### config.mk
export PLATFORM = sky130hd
export DESIGN_NAME = pe_credit_node
export DESIGN_NICKNAME = d
export VERILOG_FILES = /design/src/rtl/pe_credit_node.sv
export SDC_FILE = /design/constraint.sdc
export NUM_CORES = 1
export LEC_CHECK = 0
export ABC_AREA = 1
export ABC_CLOCK_PERIOD_IN_PS = 2300
export BUFFER_PORTS_ARGS = -buffer_cell sky130_fd_sc_hd__buf_2
export CAP_MARGIN = 30
export CORE_ASPECT_RATIO = 0.7
export CORE_MARGIN = 2
export CORE_UTILIZATION = 51
export DETAILED_ROUTE_END_ITERATION = 16
export GPL_ROUTABILITY_DRIVEN = 0
export PLACE_DENSITY = 0.79
export SETUP_SLACK_MARGIN = 0.3
export SYNTH_ARGS = -nofsm -noshare
export SYNTH_HDL_FRONTEND = slang
export SYNTH_SLANG_ARGS = --single-unit
export TNS_END_PERCENT = 50
### constraint.sdc
create_clock -name clk -period 2.3 [get_ports clk]
set_clock_uncertainty 0.05 [all_clocks]
set_input_delay 0.345 -clock clk [delete_from_list [all_inputs] [get_ports clk]]
set_output_delay 0.345 -clock clk [all_outputs]
set_load 0.01 [all_outputs]
### src/rtl/pe_credit_node.sv
// pe_credit_node: NoC processing element with a credit-controlled injection path and an always-ready sink.
// Latency: a core flit reaches dataout/out_valid one edge after it is written; co pulses one edge after each accepted flit.
// Backpressure: core_ready drops when the injection FIFO is full; the router is throttled by credits; the sink never stalls.

// pe_fifo: generic single-clock FIFO with an occupancy counter and a registered head.
// Latency: a pushed word is readable at the head the cycle after the push edge.
// Backpressure: push is dropped while full and pop is ignored while empty, so the caller gates with full/empty.
module pe_fifo #(
    parameter int W     = 20,
    parameter int DEPTH = 4
) (
    input  logic         clk,
    input  logic         rst,
    input  logic         push,
    input  logic [W-1:0] push_dat,
    input  logic         pop,
    output logic [W-1:0] head_dat,
    output logic         full,
    output logic         empty
);

    localparam int PW = (DEPTH > 1) ? $clog2(DEPTH) : 1;
    localparam int CW = $clog2(DEPTH + 1);

    logic [W-1:0]  mem [DEPTH];
    logic [PW-1:0] wr_ptr;
    logic [PW-1:0] rd_ptr;
    logic [CW-1:0] count;
    logic          wr_en;
    logic          rd_en;

    // Full/empty come straight from the occupancy counter so they only reflect pre-edge state.
    assign full     = (count == CW'(DEPTH));
    assign empty    = (count == '0);
    assign wr_en    = push && !full;
    assign rd_en    = pop && !empty;
    assign head_dat = mem[rd_ptr];

    // Storage array; cleared on reset so stale flits never reappear after a mid-packet reset.
    always_ff @(posedge clk or negedge rst) begin
        if (!rst) begin
            for (int i = 0; i < DEPTH; i++) begin
                mem[i] <= '0;
            end
        end else if (wr_en) begin
            mem[wr_ptr] <= push_dat;
        end
    end

    // Pointers wrap naturally because DEPTH is a power of two.
    always_ff @(posedge clk or negedge rst) begin
        if (!rst) begin
            wr_ptr <= '0;
            rd_ptr <= '0;
        end else begin
            if (wr_en) begin
                wr_ptr <= wr_ptr + PW'(1);
            end
            if (rd_en) begin
                rd_ptr <= rd_ptr + PW'(1);
            end
        end
    end

    // Occupancy 0..DEPTH; a simultaneous push and pop leaves it unchanged.
    always_ff @(posedge clk or negedge rst) begin
        if (!rst) begin
            count <= '0;
        end else begin
            unique case ({wr_en, rd_en})
                2'b10:   count <= count + CW'(1);
                2'b01:   count <= count - CW'(1);
                default: count <= count;
            endcase
        end
    end

endmodule

// pe_credit_node: top level tying the injection FIFO, credit counter and receive statistics together.
// Latency: one edge from FIFO write to dataout; one edge from in_valid to co/read/statistics.
// Backpressure: core_ready = !full; sends stop at zero credits; incoming flits are always accepted.
module pe_credit_node #(
    parameter int FLIT_W   = 20,
    parameter int CREDITS  = 7,
    parameter int OQ_DEPTH = 4,
    parameter int CNT_W    = 16
) (
    input  logic                         clk,
    input  logic                         rst,
    input  logic [FLIT_W-1:0]            core_data,
    input  logic                         core_valid,
    output logic                         core_ready,
    output logic [FLIT_W-1:0]            dataout,
    output logic                         out_valid,
    input  logic                         ci,
    input  logic [FLIT_W-1:0]            datain,
    input  logic                         in_valid,
    output logic                         co,
    output logic [CNT_W-1:0]             read,
    output logic [CNT_W-1:0]             rx_flits,
    output logic [CNT_W-1:0]             rx_pkts,
    output logic [$clog2(CREDITS+1)-1:0] credit_cnt,
    output logic                         err
);

    localparam int CRW = $clog2(CREDITS + 1);

    localparam logic [1:0] TYPE_INVALID = 2'b00;
    localparam logic [1:0] TYPE_TAIL    = 2'b11;

    logic              fifo_full;
    logic              fifo_empty;
    logic [FLIT_W-1:0] fifo_head;
    logic              send;
    logic [1:0]        rx_type;
    logic              credit_overflow;
    logic              rx_invalid;

    // A flit leaves only when there is something queued and the router has room for it.
    assign send       = !fifo_empty && (credit_cnt != '0);
    assign core_ready = !fifo_full;
    assign rx_type    = datain[FLIT_W-1 -: 2];

    // A returned credit with nothing in flight means the router and this node disagree on buffer state.
    assign credit_overflow = ci && !send && (credit_cnt == CRW'(CREDITS));
    assign rx_invalid      = in_valid && (rx_type == TYPE_INVALID);

    pe_fifo #(
        .W     (FLIT_W),
        .DEPTH (OQ_DEPTH)
    ) u_oq (
        .clk      (clk),
        .rst      (rst),
        .push     (core_valid),
        .push_dat (core_data),
        .pop      (send),
        .head_dat (fifo_head),
        .full     (fifo_full),
        .empty    (fifo_empty)
    );

    // Registered send stage; dataout holds its last flit so out_valid alone qualifies it.
    always_ff @(posedge clk or negedge rst) begin
        if (!rst) begin
            dataout   <= '0;
            out_valid <= 1'b0;
        end else if (send) begin
            dataout   <= fifo_head;
            out_valid <= 1'b1;
        end else begin
            out_valid <= 1'b0;
        end
    end

    // Credit counter: send consumes, ci returns, both cancel, saturating at the router depth.
    always_ff @(posedge clk or negedge rst) begin
        if (!rst) begin
            credit_cnt <= CRW'(CREDITS);
        end else begin
            unique case ({send, ci})
                2'b10: credit_cnt <= credit_cnt - CRW'(1);
                2'b01: begin
                    if (credit_cnt != CRW'(CREDITS)) begin
                        credit_cnt <= credit_cnt + CRW'(1);
                    end
                end
                default: credit_cnt <= credit_cnt;
            endcase
        end
    end

    // Receive side: every in_valid flit is taken, counted and credited back the next cycle.
    always_ff @(posedge clk or negedge rst) begin
        if (!rst) begin
            co       <= 1'b0;
            read     <= '0;
            rx_flits <= '0;
            rx_pkts  <= '0;
        end else begin
            co <= in_valid;
            if (in_valid) begin
                read     <= datain[CNT_W-1:0];
                rx_flits <= rx_flits + CNT_W'(1);
                if (rx_type == TYPE_TAIL) begin
                    rx_pkts <= rx_pkts + CNT_W'(1);
                end
            end
        end
    end

    // Sticky error: credit overflow or an invalid-type flit; only reset clears it.
    always_ff @(posedge clk or negedge rst) begin
        if (!rst) begin
            err <= 1'b0;
        end else if (credit_overflow || rx_invalid) begin
            err <= 1'b1;
        end
    end

endmodule

**Word-level counts from Yosys, hierarchy flattened**

Index checks and enable logic that the tools add are counted.

- Input bits: 45
- Register bits after elaboration: 161
- Bits in read-only memories: 0
- Output and inout port bits: 75
- Word-level logic and storage cells: 65
- Latch bits: 0
- Bits in writable memories: 0
- Memories: 0

- $lt $le $gt $ge: 3
- Add/subtract/negate cells: 8
- Divide/modulo/power cells: 0
- Reduce and logical (&&, ||, !) cells: 18
- Shift operators: 0
- Multiplexer cells: 10
- Multipliers: 0
- Bitwise operators: 2
- Equal/unequal tests: 9

Operator list:

| operator | count |
|---|---|
| $bwmux 80 | 1 |
| $mux 20 | 3 |
| $bmux 20 s2 | 1 |
| $demux 20 s2 | 1 |
| $add 16x1->16 const B | 2 |
| $pmux 3 s2 | 2 |
| $logic_and 1x1->1 | 7 |
| $add 3x1->3 const B | 2 |
| $eq 2x2->1 const B | 3 |
| $eq 3x3->1 const B | 2 |
| $ge 3x3->1 const B | 2 |
| $not 2->3 | 2 |
| $sub 3x1->3 const B | 2 |
| $add 2x1->2 const B | 2 |
| $eq 2x1->1 const B | 2 |
| $reduce_and 2->1 | 2 |
| $reduce_bool 2->1 | 2 |
| $logic_not 1->1 | 3 |
| $logic_not 3->1 | 1 |
| $lt 3x1->1 const B | 1 |
| $mux 3 | 1 |
| $ne 3x3->1 const B | 1 |
| $reduce_bool 3->1 | 1 |
| $logic_not 2->1 | 1 |
| 3 further kinds | 3 |

**Logic depth before layout (Yosys ltp)**

- Word-level depth: 7
- Mapped depth: 11
- Mapped depth without buffers: 10

**Modules after synthesis**

From an unflattened synthesis, not the netlist that was laid out.

- Cells, all modules: 903
- Area, all modules: 7514.7 um2

Modules (own cells, without submodules):

| module | area each (um2) | times used | seq. area each (um2) | cells each |
|---|---|---|---|---|
| pe_fifo | 4356.7 | 1 | 2177.1 | 547 |
| pe_credit_node | 3158.0 | 1 | 1855.5 | 356 |

**Worst setup path before layout**

Ideal clock, no wire load.

- Path type: flip-flop to flip-flop
- Start: register credit_cnt[0]
- End: register u_oq.count[2]
- Arrival time: 2.026 ns
- Setup time: 0.131 ns
- Path buffers: 1
- Period minus slack after synthesis: 2.206 ns
- Data required time: 2.119 ns
- Cell stages (with the launch flop): 12
- Setup slack: 0.094 ns
- Cells stage by stage: dfstp_2 -> nor2_1 -> nand2_1 -> nand2_1 -> inv_2 -> buf_2 -> ha_1 -> inv_1 -> fa_1 -> a21oi_1 -> o21ai_0 -> xor2_1

- Cells in the longest elaborated chain, start to end: 5
- Elaborated cells on any way between the ends: 7
- Classes of those cells: eq/ne: 2; mux: 1; reduce/logical: 4

Ends and longest elaborated chain:

| element | RTL line | source |
|---|---|---|
| start, declared | 103 | `output logic [$clog2(CREDITS+1)-1:0] credit_cnt,` |
| start signal, assigned | 159 | `credit_cnt <= CRW'(CREDITS);` |
| start signal, assigned | 162 | `2'b10: credit_cnt <= credit_cnt - CRW'(1);` |
| start signal, assigned | 165 | `credit_cnt <= credit_cnt + CRW'(1);` |
| $reduce_bool 3->1 (*) | 121 | `assign send = !fifo_empty && (credit_cnt != '0);` |
| $logic_and 1x1->1 (*) | 121 |  |
| net send | 115 | `logic send;` |
| $logic_and 1x1->1 (*) | 36 | `assign rd_en = pop && !empty;` |
| $eq 2x1->1 or $eq 2x2->1 (tied branches) | 70 | `unique case ({wr_en, rd_en})` |
| $pmux 3 s2 or $reduce_bool 2->1 (tied branches) | - |  |
| end signal, assigned | 71 | `2'b10: count <= count + CW'(1);` |
| end signal, assigned | 72 | `2'b01: count <= count - CW'(1);` |
| end signal, assigned | 73 | `default: count <= count;` |
| end, declared | 28 | `logic [CW-1:0] count;` |

The timed path passes the listed nets; every way through them passes the cells marked *.
A chain may end at the register's enable or synchronous reset.

**Worst setup path after layout**

- Start: register credit_cnt[2]
- End: register u_oq.count[2]

- Cells in the longest elaborated chain, start to end: 5
- Elaborated cells on any way between the ends: 7
- Classes of those cells: eq/ne: 2; mux: 1; reduce/logical: 4

Ends and longest elaborated chain:

| element | RTL line |
|---|---|
| $reduce_bool 3->1 (*) | 121 |
| $logic_and 1x1->1 (*) | 121 |
| $logic_and 1x1->1 (*) | 36 |
| $eq 2x1->1 or $eq 2x2->1 (tied branches) | 70 |
| $pmux 3 s2 or $reduce_bool 2->1 (tied branches) | - |

Mark *: on every way between the ends. The rest lies on a longest branch, timed or not.

==> results.ini <==
[finish]
layout.cells.non_filler=1098
n_fill_cell=1159
fin_nets=954
final_core_util_pct=63.7
syn2layout_area_growth_pct=20.8
final_area_sq_um=8490
drive_gt1_share_pct=21.8

[setup_path]
crit_required_ns=2.55
path_cells=nor2_1, nand2_2, nand2_4, inv_4, ha_4, inv_2, fa_2, a21oi_2, o21ai_2, xor2_1
cp.depth=10
reg2reg_from=credit_cnt[2]
slowest_stage=dfstp_2
r2r-end=u_oq.count[2]
startpoint=credit_cnt[2]
crit_type=flip-flop to flip-flop
critPathArrivalTime_ns=2.25
critPathBufInv=2
critPathMaxFanout=5
ff2ff_path_depth=10
crit_family=flip-flops
cp-start-kind=flip-flop
critPathCapture=u_oq.count[2]
r2r_slack_ns=0.30
critical_path.max_stage_delay_ns=0.57
critPathCaptureType=flip-flop

[synth]
synth_commonest_cells=nand2_1 (178), dfrtp_1 (158), nor2_1 (112), o21ai_0 (112), inv_1 (54)
syn-instance-count=779
netlist_area_sq_um=7020
yosysTopAreaCell=dfrtp_1
yosysMostFrequentCell=nand2_1
synthesis.nets=833
synth_area_per_cell_sq_um=9.02
ys_seq_area_share_pct=57.4
ys.flop_type=dfrtp_1
synth_edf_count=0
synth_area_leaders=dfrtp_1 (56%), nand2_1 (9.5%), o21ai_0 (8.0%)
synthDominantCellAreaShare_pct=56.3
synth-seq-cells=161
ys_async_sr_fraction_pct=100
yosysWarnings=0
synthDistinctLibCells=34

[die]
core_area_sq_um=13300
start_util_pct=52.8
die_area_sq_um=14700
rows=35
fp.dieH_um=102
die_x_um=144
ios=120

[timing]
period_needed_ns=2.00
setup_tns_ns=0
fin_crit_sh_pct=86.9
hold_violations=0
tightest_slew_ns=0.784
finalSetupViolations=0
max_clock_freq_mhz=500
drv_slew=0
slew_headroom_pct=47.6
rsz0062_at_grt=false
finalWorstSetupSlack_ns=0.302

[detailed_routing]
wl_um=15600
drt-initial-drc-count=369
drtAntennaViolNets=0
dr.pass1.iters=5
viasPerCell=5.10
num_vias=5604
post_drt_wl_per_cell_um=14.2
drcViolationCount=0

[cts]
clock_sinks=161
clk_pin_slew_worst_paths_ns=0.06
numCtsBuffers=17
cts-root-buf=clkbuf_16
h-tree-depth=4
cts_tree=done
clk_latency_ns=0.42
clockBufferDepth=2

[global_routing]
grt_max_degree=65
track_usage_pct=22.1
grt_pass1_vias=5124
antenna_found_initial=1
grt-ovfl-total=0
grt_pass1_wl_um=25300

[placed_design]
place_area_sq_um=7810
numPortBuffers=117
hpwl_um=9860
dp.cells=1058
pre_cts_ws_ns=0.289

[power]
power_density_nw_per_um2=1370
p_leak_uw=0.00434
vdd_ir_drop_max_v=0.000737

[run]
cap_violations=0

[hold_path]
hold_class=primary input to flip-flop

[status]
outcome=finished clean

[metrics by stage]
stage / total power (uW) / hold slack (ns)
floorplan: 7330 / -0.000591
global placement: 8350 / 0.312
detailed placement: 8530 / 0.308
CTS: 11500 / 0.0612
global route: 12500 / 0.0658
finish: 11600 / 0.0708
[final cells by class]
cell class              count  area [sq um]  share of cell area [%]
diodes                      1          2.50                  0.0295
clock buffers              23           468                    5.51
clock inverters             8           129                    1.52
inverters                  58           220                    2.59
multi-input cells         523          2630                    31.0
flip-flops and latches    161          4030                    47.5
well taps                 185           231                    2.73
repair buffers            139           772                    9.10
[worst register-to-register path: cells and delay by family (launching register included)]
family | cells | cell delay [ns]
flops | 1 | 0.57
fa+ha+maj | 2 | 0.49
compound gates | 2 | 0.26
simple gates | 3 | 0.24
xor+xnor | 1 | 0.15
buf+inv | 2 | 0.12
[cells by family after synthesis]
logic type	count (synthesis)	synth area share, %
and+or+nand+nor	335	20.3
DFF	161	57.4
AOI/OAI and AO/OA	148	11.0
buffers and inverters	95	5.59
xor gates and xnor gates	30	3.74
adders and majority gates	9	1.82
muxes	1	0.160
[registers in the layout, indices dropped and copies added, names as in the netlist]
signal and flops:
err 1, u_oq.mem 80, dataout 20, read 16, u_oq.rd_ptr 2, u_oq.count 3
rx_flits 16, u_oq.wr_ptr 2, credit_cnt 3, rx_pkts 16, out_valid 1, co 1
[cells in the final DEF, fill, tap and decap left out, types with 2 or more instances in the layout]
cell / netlist / routed
buf_2: 26 / 116
nor2_1: 112 / 112
nand4_1: 8 / 8
inv_1: 54 / 52
nand2_1: 178 / 176
o21ai_1: 13 / 13
o21ai_0: 112 / 111
nand2_4: 2 / 3
xnor2_1: 7 / 7
inv_2: 3 / 4
nor3_1: 6 / 6
nor3_2: 2 / 2
nand3b_1: 3 / 3
a31oi_1: 20 / 20
nor2_2: 3 / 3
xor2_1: 23 / 23
ha_1: 7 / 6
nand2_2: 4 / 5
buf_4: 1 / 20
dfrtp_1: 158 / 158
bufinv_16: 0 / 3
nor2_4: 3 / 3
clkbuf_16: 0 / 17
clkinv_4: 0 / 2
nand3_1: 10 / 10
dfstp_2: 3 / 3
clkbuf_1: 9 / 4
clkbuf_8: 0 / 2
[layer usage]
| metal | wire [um] | share of wire (%) | GRT usage [%] |
|---|---|---|---|
| met5 | 0 | 0 | 0 |
| met4 | 233 | 1.5 | 6.87 |
| met3 | 958 | 6.1 | 4.97 |
| met2 | 7150 | 46 | 35.1 |
| met1 | 7250 | 46 | 30.9 |
[worst min-delay path by stage]
stage                           from    endpoint  cells past startpoint
after floorplan                  rst          co                      0
after global routing       datain[4]     read[4]                      3
final                     datain[12]    read[12]                      3
after detailed placement         rst  rx_pkts[5]                      1
after CTS                 datain[12]    read[12]                      3
after global placement           rst  rx_pkts[6]                      1
[repair_timing]
| action | CTS | global route |
|---|---|---|
| pin swaps | 0 | 3 |
| buffers inserted | 1 | 6 |
| resized for setup | 0 | 6 |
| hold buffers | 1 | 0 |
| hold endpoints to repair | 59 | 0 |
| endpoints found under the setup margin | 1 | 1 |
[report_power, final]
part | total [uW] | internal, uW | switching (uW) | leakage (uW)
combinational | 4110 | 1580 | 2530 | 0.00209
clock | 2870 | 1770 | 1100 | 0.000288
sequential | 4610 | 3950 | 659 | 0.00196
total | 11600 | 7300 | 4290 | 0.00434
Note: power is estimated with default switching activity, not from simulation.
